===== src/rtl/game_pkg.sv =====
// Shared game definitions: state codes, winner codes, datapath widths,
// the fight FSM state type and small arithmetic helpers.
package game_pkg;

    localparam logic [3:0] MAIN_MENU           = 4'b0000;
    localparam logic [3:0] CHARACTER_SELECTION = 4'b0001;
    localparam logic [3:0] FIGHT_STATE         = 4'b0010;
    localparam logic [3:0] END_STATE           = 4'b0011;

    localparam int HEALTH_W = 8;
    localparam int TIMER_W  = 7;

    typedef enum logic [1:0] {
        WIN_NONE = 2'b00,
        WIN_P1   = 2'b01,
        WIN_P2   = 2'b10,
        WIN_DRAW = 2'b11
    } winner_t;

    typedef enum logic [1:0] {
        FS_IDLE,
        FS_PREFIGHT,
        FS_FIGHT,
        FS_OVER
    } fight_state_t;

    // Health never wraps: any damage at or above the current health floors it at zero.
    function automatic logic [HEALTH_W-1:0] sat_sub(input logic [HEALTH_W-1:0] health,
                                                    input logic [HEALTH_W-1:0] damage);
        return (damage >= health) ? '0 : health - damage;
    endfunction

    // Timeout decision: more health wins, equal health is a draw.
    function automatic winner_t compare_winner(input logic [HEALTH_W-1:0] h1,
                                               input logic [HEALTH_W-1:0] h2);
        if (h1 > h2)
            return WIN_P1;
        else if (h2 > h1)
            return WIN_P2;
        else
            return WIN_DRAW;
    endfunction

endpackage


===== src/rtl/tick_prescaler.sv =====
// Divides clk down to a one-cycle tick every TICK_DIV cycles.
// The synchronous clear holds the count at zero so the first tick after
// release lands exactly TICK_DIV edges later.
module tick_prescaler #(
    parameter int TICK_DIV = 100_000_000
) (
    input  logic clk,
    input  logic reset,
    input  logic clear,
    output logic tick
);

    localparam int CNT_W = (TICK_DIV > 1) ? $clog2(TICK_DIV) : 1;
    localparam logic [CNT_W-1:0] LAST = CNT_W'(TICK_DIV - 1);

    logic [CNT_W-1:0] count;

    // Wrapping counter 0..TICK_DIV-1, parked at zero while cleared.
    always_ff @(posedge clk or posedge reset) begin
        if (reset)
            count <= '0;
        else if (clear || count == LAST)
            count <= '0;
        else
            count <= count + CNT_W'(1);
    end

    assign tick = (count == LAST);

endmodule


===== src/rtl/fight_round_controller.sv =====
// Runs one fight round: pre-fight countdown, round timer, two health
// counters and the winner decision.
//
//   state       | meaning
//   ------------+---------------------------------------------------
//   FS_IDLE     | waiting for game_state == FIGHT_STATE, prescaler held
//   FS_PREFIGHT | countdown running, hits ignored
//   FS_FIGHT    | hits applied, KO / timeout evaluated
//   FS_OVER     | result latched, game_over high until game_state leaves
//
// Leaving FIGHT_STATE from any active state returns to FS_IDLE but keeps the
// healths, timer and winner so the end screen can still show them.
module fight_round_controller
    import game_pkg::*;
#(
    parameter int TICK_DIV     = 100_000_000,
    parameter int MAX_HEALTH   = 100,
    parameter int ROUND_SEC    = 99,
    parameter int PREFIGHT_SEC = 3
) (
    input  logic       clk,
    input  logic       reset,
    input  logic [3:0] game_state,
    input  logic       p1_hit_valid,
    input  logic [7:0] p1_hit_damage,
    input  logic       p2_hit_valid,
    input  logic [7:0] p2_hit_damage,
    output logic [7:0] p1_health,
    output logic [7:0] p2_health,
    output logic [6:0] timer_sec,
    output logic [1:0] countdown_sec,
    output logic       fight_active,
    output logic       game_over,
    output logic [1:0] winner
);

    localparam logic [HEALTH_W-1:0] HEALTH_INIT = HEALTH_W'(MAX_HEALTH);
    localparam logic [TIMER_W-1:0]  TIMER_INIT  = TIMER_W'(ROUND_SEC);
    localparam logic [1:0]          COUNT_INIT  = 2'(PREFIGHT_SEC);

    fight_state_t      state;
    logic              tick;
    logic              in_fight;
    logic [HEALTH_W-1:0] p1_next;
    logic [HEALTH_W-1:0] p2_next;

    tick_prescaler #(
        .TICK_DIV(TICK_DIV)
    ) u_tick (
        .clk  (clk),
        .reset(reset),
        .clear(state == FS_IDLE),
        .tick (tick)
    );

    assign in_fight = (game_state == FIGHT_STATE);

    // Post-hit healths; both players update in the same cycle when both strobe.
    always_comb begin
        p1_next = p1_health;
        p2_next = p2_health;
        if (p1_hit_valid)
            p1_next = sat_sub(p1_health, p1_hit_damage);
        if (p2_hit_valid)
            p2_next = sat_sub(p2_health, p2_hit_damage);
    end

    // Round sequencing with all outputs registered.
    always_ff @(posedge clk or posedge reset) begin
        if (reset) begin
            state         <= FS_IDLE;
            p1_health     <= HEALTH_INIT;
            p2_health     <= HEALTH_INIT;
            timer_sec     <= TIMER_INIT;
            countdown_sec <= COUNT_INIT;
            fight_active  <= 1'b0;
            game_over     <= 1'b0;
            winner        <= WIN_NONE;
        end else if (state == FS_IDLE) begin
            fight_active <= 1'b0;
            game_over    <= 1'b0;
            if (in_fight) begin
                state         <= FS_PREFIGHT;
                p1_health     <= HEALTH_INIT;
                p2_health     <= HEALTH_INIT;
                timer_sec     <= TIMER_INIT;
                countdown_sec <= COUNT_INIT;
                winner        <= WIN_NONE;
            end
        end else if (!in_fight) begin
            state        <= FS_IDLE;
            fight_active <= 1'b0;
            game_over    <= 1'b0;
        end else begin
            case (state)
                FS_PREFIGHT: begin
                    if (tick) begin
                        countdown_sec <= countdown_sec - 2'd1;
                        if (countdown_sec == 2'd1) begin
                            state        <= FS_FIGHT;
                            fight_active <= 1'b1;
                        end
                    end
                end
                FS_FIGHT: begin
                    p1_health <= p1_next;
                    p2_health <= p2_next;
                    if (tick)
                        timer_sec <= timer_sec - TIMER_W'(1);
                    if (p1_next == '0 || p2_next == '0) begin
                        state        <= FS_OVER;
                        fight_active <= 1'b0;
                        game_over    <= 1'b1;
                        if (p1_next == '0 && p2_next == '0)
                            winner <= WIN_DRAW;
                        else if (p2_next == '0)
                            winner <= WIN_P1;
                        else
                            winner <= WIN_P2;
                    end else if (tick && timer_sec == TIMER_W'(1)) begin
                        state        <= FS_OVER;
                        fight_active <= 1'b0;
                        game_over    <= 1'b1;
                        winner       <= compare_winner(p1_next, p2_next);
                    end
                end
                FS_OVER: begin
                    game_over <= 1'b1;
                end
                default: begin
                    state <= FS_IDLE;
                end
            endcase
        end
    end

endmodule


===== config.mk =====
export PLATFORM = sky130hd
export DESIGN_NAME = fight_round_controller
export DESIGN_NICKNAME = d
export VERILOG_FILES = /design/src/rtl/game_pkg.sv /design/src/rtl/tick_prescaler.sv /design/src/rtl/fight_round_controller.sv
export SDC_FILE = /design/constraint.sdc
export NUM_CORES = 1
export LEC_CHECK = 0
export ABC_AREA = 1
export BUFFER_PORTS_ARGS = -buffer_cell sky130_fd_sc_hd__buf_2
export CAP_MARGIN = 20
export CORE_ASPECT_RATIO = 0.7
export CORE_UTILIZATION = 45
export CTS_CLUSTER_DIAMETER = 200
export DETAILED_ROUTE_END_ITERATION = 10
export PLACE_DENSITY = 0.64
export SLEW_MARGIN = 20
export SYNTH_ARGS = -nofsm -noshare
export SYNTH_HDL_FRONTEND = slang
export SYNTH_SLANG_ARGS = --single-unit

===== constraint.sdc =====
create_clock -name clk -period 4.8 [get_ports clk]
set_clock_uncertainty 0.2 [all_clocks]
set_input_delay 0.24 -clock clk [delete_from_list [all_inputs] [get_ports clk]]
set_output_delay 0.24 -clock clk [all_outputs]
set_load 0.02 [all_outputs]

=== Word level (Yosys, flattened, before mapping) ===
Index checks and enable logic that the tools add are counted.

* Register bits after elaboration: 58
* Logic and storage cells: 102

* Reduce and logical (&&, ||, !) cells: 18
* Add/subtract/negate cells: 5
* Multiplexer cells: 52
* Order comparisons: 4
* Equal/unequal tests: 14

{| class="wikitable"
|+ Operator list
! kind !! number
|-
| $mux W8 || 11
|-
| $mux W2 || 21
|-
| $mux W7 || 5
|-
| $add A27 B1 Y27 const B || 1
|-
| $eq A27 B27 Y1 const B || 1
|-
| $mux W27 || 1
|-
| $ge A8 B8 Y1 || 2
|-
| $gt A8 B8 Y1 || 2
|-
| $logic_not A8 Y1 || 2
|-
| $sub A8 B8 Y8 || 2
|-
| $mux W1 || 11
|-
| $reduce_and A3 Y1 || 3
|-
| $ne A4 B1 Y1 const B || 2
|-
| $ne A4 B3 Y1 const B || 2
|-
| $eq A7 B1 Y1 const B || 1
|-
| $sub A7 B1 Y7 const B || 1
|-
| $pmux W2 S3 || 1
|-
| $reduce_bool A2 Y1 || 3
|-
| $ne A5 B4 Y1 const B || 1
|-
| $reduce_and A5 Y1 || 1
|-
| $eq A2 B1 Y1 const B || 2
|-
| $eq A2 B2 Y1 const B || 2
|-
| $eq A4 B2 Y1 const B || 1
|-
| $pmux W1 S2 || 2
|-
| 9 further kinds || 12
|}

=== Longest topological paths before layout ===
* Depth after elaboration: 11
* Gate-level depth with buffers: 21
* Depth with buffers taken out: 21

=== Hierarchy ===
Synthesis repeated with hierarchy kept, for this count alone.

* Cell total of the unflattened synthesis: 715
* Area, all modules: 4,798.4 µm²

{| class="wikitable"
|+ Modules (own cells, without submodules)
! module !! cells each !! area each (µm²) !! instances
|-
| fight_round_controller || 476 || 3,184.3 || 1
|-
| tick_prescaler || 239 || 1,614.0 || 1
|}

=== Least setup slack after synthesis ===
OpenSTA, ideal clock, no wires.

* Path type: register -> register
* From: register p1_health[0]
* To: register winner[1]
* Stages on the path, launching flop included: 21
* Arrival: 2,568 ps
* Path buffers: 0
* Required time: 4,483 ps
* Slack: 1,915 ps
* Period minus slack after synthesis: 2,885 ps
* Cells stage by stage: dfrtp_1 inv_1 ha_1 inv_1 fa_1 nand3_1 nand3_1 nand2_1 nand2_2 nand3_2 inv_2 nand2_1 nand2_1 inv_1 ha_1 a21oi_1 nor2_1 a211oi_1 nand3_1 nand3_1 nand2_1

* Longest elaborated chain between the ends: 10

{| class="wikitable"
|+ Ends and longest elaborated chain
! what !! line !! text
|-
| from (decl) || fight_round_controller.sv:28 || <nowiki>output logic [7:0] p1_health,</nowiki>
|-
| from (signal assigned) || fight_round_controller.sv:106 || <nowiki>p1_health <= p1_next;</nowiki>
|-
| $sub A8 B8 Y8 or $ge A8 B8 Y1 (tied branches) || game_pkg.sv:30 || <nowiki>return (damage >= health) ? '0 : health - damage;</nowiki>
|-
| $mux W8 || game_pkg.sv:30 ||
|-
| $mux W8 * || fight_round_controller.sv:62 || <nowiki>if (p1_hit_valid)</nowiki>
|-
| $gt A8 B8 Y1 or $logic_not A8 Y1 (tied branches) || game_pkg.sv:36, fight_round_controller.sv:110, fight_round_controller.sv:114 ||
|-
| $mux W2 or $logic_and A1 B1 Y1 (tied branches) || game_pkg.sv:36, fight_round_controller.sv:114 ||
|-
| $mux W2 (on tied branches) || fight_round_controller.sv:120, fight_round_controller.sv:114 ||
|-
| $mux W2 || fight_round_controller.sv:110 || <nowiki>if (p1_next == '0 || p2_next == '0) begin</nowiki>
|-
| $mux W2 || fight_round_controller.sv:95 || <nowiki>case (state)</nowiki>
|-
| $mux W2 || fight_round_controller.sv:90 || <nowiki>end else if (!in_fight) begin</nowiki>
|-
| $mux W2 || fight_round_controller.sv:79 || <nowiki>end else if (state == FS_IDLE) begin</nowiki>
|-
| to (signal assigned) || fight_round_controller.sv:124 || <nowiki>winner <= compare_winner(p1_next, p2_next);</nowiki>
|-
| to (decl) || fight_round_controller.sv:34 || <nowiki>output logic [1:0] winner</nowiki>
|}

Mark *: on every way between the ends. The rest lies on a longest branch, timed or not. The select of a mux whose other input is x is not followed.
A chain may end at the register's enable or synchronous reset.

=== Final worst setup path ===
* From: register state[1]
* To: register state[0]

* Longest elaborated chain between the ends: 4

{| class="wikitable"
|+ Ends and longest elaborated chain
! what !! line !! text
|-
| from (decl) || fight_round_controller.sv:41 || <nowiki>fight_state_t state;</nowiki>
|-
| from (signal assigned) || fight_round_controller.sv:71 || <nowiki>state <= FS_IDLE;</nowiki>
|-
| from (signal assigned) || fight_round_controller.sv:83 || <nowiki>state <= FS_PREFIGHT;</nowiki>
|-
| from (signal assigned) || fight_round_controller.sv:91 || <nowiki>state <= FS_IDLE;</nowiki>
|-
| $eq A2 B2 Y1 or $eq A2 B1 Y1 (tied branches) || fight_round_controller.sv:95 ||
|-
| $pmux W2 S3 || fight_round_controller.sv:95 ||
|-
| $mux W2 || fight_round_controller.sv:90 ||
|-
| $mux W2 || fight_round_controller.sv:79 ||
|}

Several ways; a longest one is shown, not always the timed one.

==> results_dict.tcl <==
set metrics [dict create \
    status "finished clean" \
    totalWireLength_microns 11390 \
    finalHoldWorstSlack_ns 0.1123 \
    cts_setup_buffers 0 \
    slew_headroom 0.4416 \
    cpPeakStageDelay_ns 0.68 \
    syn_avg_cell_area_sq_um 7.143 \
    cts_tree "yes" \
    dp.final_hpwl_microns 8780 \
    yosys.area.top_type "dfrtp_1" \
    r2r_cells 9 \
    crit_path_top_delay_cell "nor2_1" \
    leakage_nw 2.834 \
    drtPass1Iterations 5 \
    synthMuxAreaShare 0 \
    placementRows 30 \
    hold_class "primary input to flip-flop" \
    critPathLaunchType "flip-flop" \
    syn_nets 718 \
    worst_pin_slew_ns 0.8346 \
    nets 777 \
    synth_compound_area_frac 0.07868 \
    worstSkewPairLatency_ns 0.33 \
    die_w_microns 124.2 \
    report.final.slew_viol_count 0 \
    crit_path_max_fanout 17 \
    path_depth 9 \
    root_buffer "clkbuf_16" \
    cp-end-kind "flip-flop" \
    yosys.area.top_type_share 0.2446 \
    grt_overflow 0 \
    stdcell_count 851 \
    antenna_found_initial 0 \
    whs_path_depth 4 \
    tns_ns 0 \
    yosysWarnings 0 \
    grt_max_degree 59 \
    yosysSeqAreaShare 0.3115 \
    synth_seq_cells 58 \
    htreeDepth 3 \
    hold_viol_final 0 \
    clk_pin_slew_ns 0.05 \
    grt_pass1_vias 4019 \
    cts_buffer_depth 2 \
    path_class "flip-flop to flip-flop" \
    postRouteAntennaNets 0 \
    cts_resized 0 \
    insertedDiodeCount 0 \
    arrival_ns 3.20 \
    boundaryPins 53 \
    max_freq_mhz 313.7 \
    synthCells 659 \
    n_fill_cell 947 \
    final_common_cell "nand2_1" \
    cts_hold_buf 1 \
    worstPathCellList "inv_1 > ha_1 > nor2_2 > nor2_1 > nand2_1 > inv_1 > nand2_4 > nand3_1 > nand2_1" \
    cts.sinks 58 \
    final.period_utilization 0.6642 \
    synth_top_family_by_area "simple AND/OR/NAND/NOR gates" \
    place.gp.congestion 0.8626 \
    core_region_area_sq_mm 0.009910 \
    drt-initial-drc-count 219 \
    io_buffers 52 \
    path_buf_inv 2 \
    synth-adder-area-share 0.09623 \
    max_cap_violations 0 \
    vias 4421 \
    synth_cell_types 44 \
    area.growth.synth_to_final_pct 15.47 \
    final_layout_size_suffix_gt1_frac 0.2089 \
    routedWlPerCell_microns 13.39 \
    grt_use_total 0.2230 \
    netlist_area_sq_mm 0.004707 \
    setup_violations 0 \
    chipHeight_microns 87.57 \
    synthTopCellsByArea "dfrtp_1, nand2_1, ha_1, inv_1, dfstp_2" \
    post_synth_xor_area_fraction 0.02977 \
    peakVddDrop_mv 0.2569 \
    grt_pass1_wl_microns 19580 \
    cp.required_ns 4.81 \
    period_needed_ns 3.188 \
    dieArea_sq_mm 0.01088 \
    synth_simple_gate_area_share 0.3833 \
    start_util 0.4750 \
    cp_top_family "simple AND/OR/NAND/NOR gates" \
    layout_common_cells "nand2_1, inv_1, nor2_1, buf_2, dfrtp_1" \
    rsz0062_at_grt "no" \
    post-place-cells 834 \
    cts-buffers-inserted 9 \
    viasPerCell 5.195 \
    p_per_area_mw_per_mm2 509.6 \
    drc 0 \
]
layer usage:
metal / track usage / share of wire
met5: 0 / 0
met4: 0.03943 / 0.0075
met3: 0.04337 / 0.051
met2: 0.3255 / 0.39
met1: 0.3415 / 0.55
path summary, 6_finish.rpt:
check                                   from  slack (ns)         endpoint
worst max register to register      state[1]        1.61         state[0]
worst max-delay path                state[1]        1.61         state[0]
min in group asynchronous              reset        0.48  u_tick.count[1]
worst min-delay path            p1_hit_valid        0.11     p1_health[0]
max in group asynchronous              reset        3.44         state[1]
worst min register to register  fight_active        0.28     fight_active
cell usage after synthesis (all sizes together):
cell type / n
dfstp: 12
and2: 1
xor2: 11
inv: 116
o21ai: 22
ha: 33
xnor2: 5
or2: 1
nor4: 5
clkbuf: 3
fa: 2
nor3b: 3
nand3b: 5
o21bai: 1
o22ai: 10
buf: 3
dfrtp: 46
a21oi: 23
and3: 4
nand3: 47
nand4: 13
o21a: 4
nor2: 75
a21boi: 1
clkinv: 2
nand2: 186
a211oi: 2
nor3: 23
per-stage QoR:
| stage | cell area, sq um | setup slack [ns] | total power, mW | utilization |
|---|---|---|---|---|
| finish | 5435 | 1.612 | 2.770 | 0.5485 |
| global route | 5435 | 1.312 | 2.999 | 0.5485 |
| CTS | 5435 | 1.674 | 2.774 | 0.5485 |
| detailed placement | 5105 | 1.678 | 2.069 | 0.5152 |
| global placement | 5105 | 1.785 | 2.034 | 0.5152 |
| floorplan | 4707 | 1.915 | 1.725 | - |
worst reg2reg max path, cell delays in order, from the launching register on:
cell,delay (ns)
dfrtp_1,0.42
inv_1,0.13
ha_1,0.34
nor2_2,0.17
nor2_1,0.68
nand2_1,0.57
inv_1,0.27
nand2_4,0.11
nand3_1,0.10
nand2_1,0.07
logic make-up after synthesis:
| family | count (synthesis) |
|---|---|
| AO/OA/AOI/OAI | 63 |
| XOR/XNOR | 16 |
| adder cells (fa/ha/maj) | 35 |
| buffers and inverters | 124 |
| flip-flops | 58 |
| AND/OR/NAND/NOR | 363 |
final cells by class:
type / instances / area (sq um) / area share
Multi-Input combinational cell: 477 / 2768 / 0.5092
Sequential cell: 58 / 1466 / 0.2698
Inverter: 118 / 442.9 / 0.08149
Timing Repair Buffer: 54 / 277.8 / 0.05110
Clock buffer: 11 / 242.7 / 0.04466
Tap cell: 128 / 160.2 / 0.02947
Clock inverter: 5 / 77.57 / 0.01427
report_power, final:
group / leakage, nW / internal, mW / switching, mW / total (mW)
logic: 1.92 / 0.454 / 0.870 / 1.32
registers: 0.757 / 0.630 / 0.125 / 0.755
clock network: 0.156 / 0.466 / 0.224 / 0.690
total: 2.83 / 1.55 / 1.22 / 2.77
registers in the layout, indices dropped and copies added (netlist names):
name	flops
countdown_sec	2
fight_active	1
game_over	1
p1_health	8
p2_health	8
state	2
timer_sec	7
u_tick.count	27
winner	2
Power figures use the tool's default switching activity.
